### src/rtl/reg_rename_file.sv
`default_nettype none
// ============================================================================
// Module  : reg_rename_file
// Purpose : Architectural register file with per-register rename tags (ROB
//           tag of the youngest in-flight producer), commit bypass on reads.
// Revision: 1.0 - initial release
// ============================================================================
module reg_rename_file #(
    parameter int XLEN  = 32,
    parameter int NREG  = 32,
    parameter int TAG_W = 5
) (
    input  logic             clk_in,
    input  logic             rst_n_in,
    input  logic             rdy_in,
    input  logic             clear_in,
    input  logic             dispatch_rdy_in,
    input  logic [4:0]       dispatch_rd_in,
    input  logic [TAG_W-1:0] dispatch_tag_in,
    input  logic [4:0]       rs1_addr_in,
    input  logic [4:0]       rs2_addr_in,
    input  logic             commit_rdy_in,
    input  logic [4:0]       commit_rd_in,
    input  logic [XLEN-1:0]  commit_val_in,
    input  logic [TAG_W-1:0] commit_tag_in,
    output logic [XLEN-1:0]  rs1_val_out,
    output logic [TAG_W-1:0] rs1_rely_out,
    output logic [XLEN-1:0]  rs2_val_out,
    output logic [TAG_W-1:0] rs2_rely_out,
    output logic [5:0]       busy_cnt_out
);

    localparam int c_ADDR_W = 5;

    logic [XLEN-1:0]  w_val [0:NREG-1];
    logic [TAG_W-1:0] w_tag [0:NREG-1];
    logic [5:0]       w_busy_next;
    logic [5:0]       r_busy;

    // x0 has no storage: it always reads as a committed zero
    assign w_val[0] = '0;
    assign w_tag[0] = '0;

    generate
        for (genvar gi = 1; gi < NREG; gi++) begin : g_reg
            logic [XLEN-1:0]  r_val;
            logic [TAG_W-1:0] r_tag;
            logic             w_commit_hit;
            logic             w_dispatch_hit;

            assign w_commit_hit   = commit_rdy_in && (commit_rd_in == c_ADDR_W'(gi));
            assign w_dispatch_hit = dispatch_rdy_in && (dispatch_rd_in == c_ADDR_W'(gi));

            // Clear beats dispatch beats the commit tag release; the value
            // write from a commit is never suppressed.
            always_ff @(posedge clk_in or negedge rst_n_in) begin
                if (!rst_n_in) begin
                    r_val <= '0;
                    r_tag <= '0;
                end else if (rdy_in) begin
                    if (w_commit_hit)
                        r_val <= commit_val_in;
                    if (clear_in)
                        r_tag <= '0;
                    else if (w_dispatch_hit)
                        r_tag <= dispatch_tag_in;
                    else if (w_commit_hit && (r_tag == commit_tag_in))
                        r_tag <= '0;
                end
            end

            assign w_val[gi] = r_val;
            assign w_tag[gi] = r_tag;
        end
    endgenerate

    // A commit whose tag still owns the register resolves the read this cycle
    function automatic logic f_bypass(input logic [4:0] addr);
        return commit_rdy_in && (addr != '0) && (commit_rd_in == addr) &&
               (commit_tag_in == w_tag[addr]);
    endfunction

    always_comb begin
        rs1_val_out  = w_val[rs1_addr_in];
        rs1_rely_out = w_tag[rs1_addr_in];
        rs2_val_out  = w_val[rs2_addr_in];
        rs2_rely_out = w_tag[rs2_addr_in];
        if (f_bypass(rs1_addr_in)) begin
            rs1_val_out  = commit_val_in;
            rs1_rely_out = '0;
        end
        if (f_bypass(rs2_addr_in)) begin
            rs2_val_out  = commit_val_in;
            rs2_rely_out = '0;
        end
    end

    always_comb begin
        w_busy_next = '0;
        for (int i = 1; i < NREG; i++)
            w_busy_next = w_busy_next + 6'(w_tag[i] != '0);
    end

    // Count reflects the tag state as of the previous enabled cycle
    always_ff @(posedge clk_in or negedge rst_n_in) begin
        if (!rst_n_in)
            r_busy <= '0;
        else if (rdy_in)
            r_busy <= w_busy_next;
    end

    assign busy_cnt_out = r_busy;

endmodule
`default_nettype wire
### config.mk
export PLATFORM = sky130hd
export DESIGN_NAME = reg_rename_file
export DESIGN_NICKNAME = d
export VERILOG_FILES = /design/src/rtl/reg_rename_file.sv
export SDC_FILE = /design/constraint.sdc
export NUM_CORES = 2
export LEC_CHECK = 0
export ABC_CLOCK_PERIOD_IN_PS = 7750
export BUFFER_PORTS_ARGS = -buffer_cell sky130_fd_sc_hd__clkbuf_2
export CAP_MARGIN = 20
export CORE_ASPECT_RATIO = 0.5
export CORE_MARGIN = 3
export CORE_UTILIZATION = 46
export DETAILED_ROUTE_END_ITERATION = 16
export GPL_TIMING_DRIVEN = 0
export PLACE_DENSITY = 0.7
export SYNTH_ARGS = -nofsm -noshare
export SYNTH_HDL_FRONTEND = slang
export SYNTH_SLANG_ARGS = --single-unit
### constraint.sdc
create_clock -name clk_in -period 7.75 [get_ports clk_in]
set_input_delay 0.3875 -clock clk_in [delete_from_list [all_inputs] [get_ports clk_in]]
set_output_delay 0.3875 -clock clk_in [all_outputs]
set_load 0.01 [all_outputs]
==> impl_metrics.ini <==
[die]
rows = 97
core_sq_um = 142000
die_w_um = 543
pin_count = 148
start_util_pct = 46.9
die_area_sq_um = 149000
die_h_um = 275

[finish]
regArea_sq_um = 28900
fin_cells = 7023
fin_nets = 5142
fillers = 11437
areaGrowthSynthToFinish_pct = 12.8
final_layout_size_suffix_gt1_share_pct = 44.9
multi_input_area_sq_um = 35300

[routing]
drt_iter0_drc = 6332
wl_per_cell_um = 35.7
ant_nets = 0
drcViolationCount = 0
vias_per_cell = 6.84
wirelength_um = 251000
via_count = 48017
drt_pass1_iterations = 6

[synth]
synth_ff_type = dfrtp_1
ys_warn_count = 0
syn-num-nets = 4786
synth.top_cell.area_share_pct = 43.4
synth-async-reset-ratio_pct = 100
synth_common_cells = 1,153 x dfrtp_1, 1,152 x mux2_2, 633 x mux4_2
synth_seq_cells = 1153
yosysMostFrequentCell = dfrtp_1
synthCells = 4688
yosysUniqueCellTypes = 61
synth_top_area_cell = dfrtp_1
ys_top_cells_by_area = dfrtp_1 43%, mux4_2 21%, mux2_2 20%
yosysSeqAreaShare_pct = 43.4
synth_edf_count = 0
syn_area_per_cell_sq_um = 14.2
synth_area_sq_um = 66400

[worst_setup_path]
cp.arrival_ns = 6.72
r2r_slack_ns = 1.64
worstSetupPathType = reg2reg
end_kind = register
worstPathRequired_ns = 8.36
start_kind = register
path_max_fanout = 5

[place]
dpl.hpwl_um = 183000
pre_cts_ws_ns = 1.73
numPlacedInstances = 6762
portBuffers = 129
gp_routability_congestion = 0.987

[global_routing]
grt_pass1_wl_um = 357000
grt_pass1_vias = 49466
grt_antenna_before_repair = 12
grt_max_degree = 121
overflow = 0
grt_usage_pct = 33.5

[clocking]
cts_htree_levels = 3
clock_latency_ns = 0.73
clockRootBuffer = clkbuf_16
numClockSinks = 1153
cts_setup_buffers = 0
cts_buffers = 107
cts_tree = done
cts.clk_slew.worst_paths_ns = 0.07
clockBufferDepth = 3

[sta]
setup_viol = 0
clock_skew_ns = 0.0321
relSlewSlack_pct = 12.2
fmax_ghz = 0.164
fin_tns_setup_ns = 0
period_share_pct = 78.9
tightest_slew_ns = 1.32
final.setup.worst_slack_ns = 1.64
grt_setup_unrepaired = false
hold_violations = 0
maxSlewViolCount = 0
fin_crit_ns = 6.11

[worst_hold_path]
hp-class = in2reg

[power_and_ir_drop]
leakagePower_nw = 33.2
p_per_area_nw_per_um2 = 215
ir_drop_mv = 0.182

[outcome]
status = completed

[job]
maxCapViolCount = 0
==> sequential cells by signal, summed over array words and instances, names as in the netlist <==
signal	count
g.r_val	992
busy_cnt_out	6
g.r_tag	155
==> report_power, final <==
group          switching (mW)  internal [mW]  total, mW  leakage [nW]
logic                    1.49           1.71       3.20          15.9
registers               0.531           6.72       7.25          15.4
clock network            2.54           3.14       5.67          1.83
total                    4.56           11.6       16.1          33.2
==> per-layer routing <==
| metal | GRT usage (%) | vias to the layer above | wire, um |
|---|---|---|---|
| li1 | - | 18477 | - |
| met1 | 42.7 | 25451 | 93100 |
| met2 | 50.8 | 3237 | 112000 |
| met3 | 10.8 | 838 | 29700 |
| met4 | 18.4 | 14 | 15600 |
| met5 | 0.697 | - | 354 |
==> path summary, 6_finish.rpt <==
check	startpoint	end	cells after the start
setup / recovery	g_reg[2].r_tag[3]	busy_cnt_out[4]	19
hold / removal	commit_val_in[1]	g_reg[9].r_val[1]	2
setup reg to reg	g_reg[2].r_tag[3]	busy_cnt_out[4]	19
hold reg to reg	busy_cnt_out[3]	busy_cnt_out[3]	1
max in group asynchronous	rst_n_in	g_reg[29].r_val[17]	7
min in group asynchronous	rst_n_in	g_reg[15].r_tag[2]	2
==> cells by family (layout without fill, tap and decap cells) <==
logic type | after synthesis | count (layout) | share of synthesized area [%]
muxes | 1900 | 1900 | 43.0
and+or+nand+nor | 672 | 672 | 4.74
xor gates and xnor gates | 176 | 176 | 2.32
buffers and inverters | 531 | 978 | 3.36
other | 0 | 7 | 0
DFF | 1153 | 1153 | 43.4
adders and majority gates | 30 | 30 | 0.825
AOI/OAI and AO/OA | 226 | 226 | 2.33
==> stage by stage <==
stage	hold slack (ns)	utilization, %	cell area [sq um]	power [mW]
after floorplan	0.0919	-	66400	9.29
after global placement	0.492	49.0	69400	10.2
after detailed placement	0.507	49.8	70600	10.5
after CTS	0.0405	52.7	74600	16.1
after global routing	0.0770	52.9	74900	16.6
final	0.0662	52.9	74900	16.1
==> critical path, cell delays in order (launching register included) <==
cell	delay (ns)
dfrtp_1	0.49
or4_1	0.54
nor2_1	0.38
fa_1	0.51
inv_1	0.12
fa_1	0.45
fa_1	0.47
fa_1	0.49
inv_1	0.05
fa_1	0.44
fa_1	0.56
inv_1	0.07
fa_1	0.38
inv_1	0.10
fa_1	0.21
inv_1	0.05
a21o_1	0.17
a21oi_1	0.17
xnor2_1	0.09
mux2_2	0.26
==> what timing repair did <==
| action | in CTS | in global routing |
|---|---|---|
| hold buffers | 32 | 0 |
| resized for setup | 0 | 0 |
| endpoints found under the hold margin | 188 | 0 |
==> placed cells by master, fill, tap and decap left out, types with 20 or more instances in the layout <==
master,instances
dfrtp_1,1153
mux2_2,1152
mux4_2,633
clkbuf_1,330
nand2_1,242
nand3_1,129
clkbuf_2,128
nor2_1,115
clkbuf_16,110
xnor2_1,92
xor2_1,84
o21ai_0,73
inv_1,70
mux2i_1,67
buf_1,67
buf_2,65
buf_8,53
o31ai_1,43
nand4_1,37
nor3_1,35
dlygate4sd3_1,32
a22o_1,31
clkbuf_8,31
buf_6,29
nor2b_1,27
nor4_1,26
mux2_4,25
nand2b_1,24
mux2_1,23
fa_1,23
a21oi_1,20
clkinv_2,20
==> area by class of cell <==
class	instances	share of cell area, %
clock inverter	36	0.601
antenna	7	0.0234
buffer	461	2.62
sequential	1153	38.5
inverter	70	0.351
multi-input combinational	3004	47.2
clock buffer	164	4.35
tap	1881	3.14
timing repair buffer	247	3.23
No activity file was read; power rests on OpenSTA's default activity.
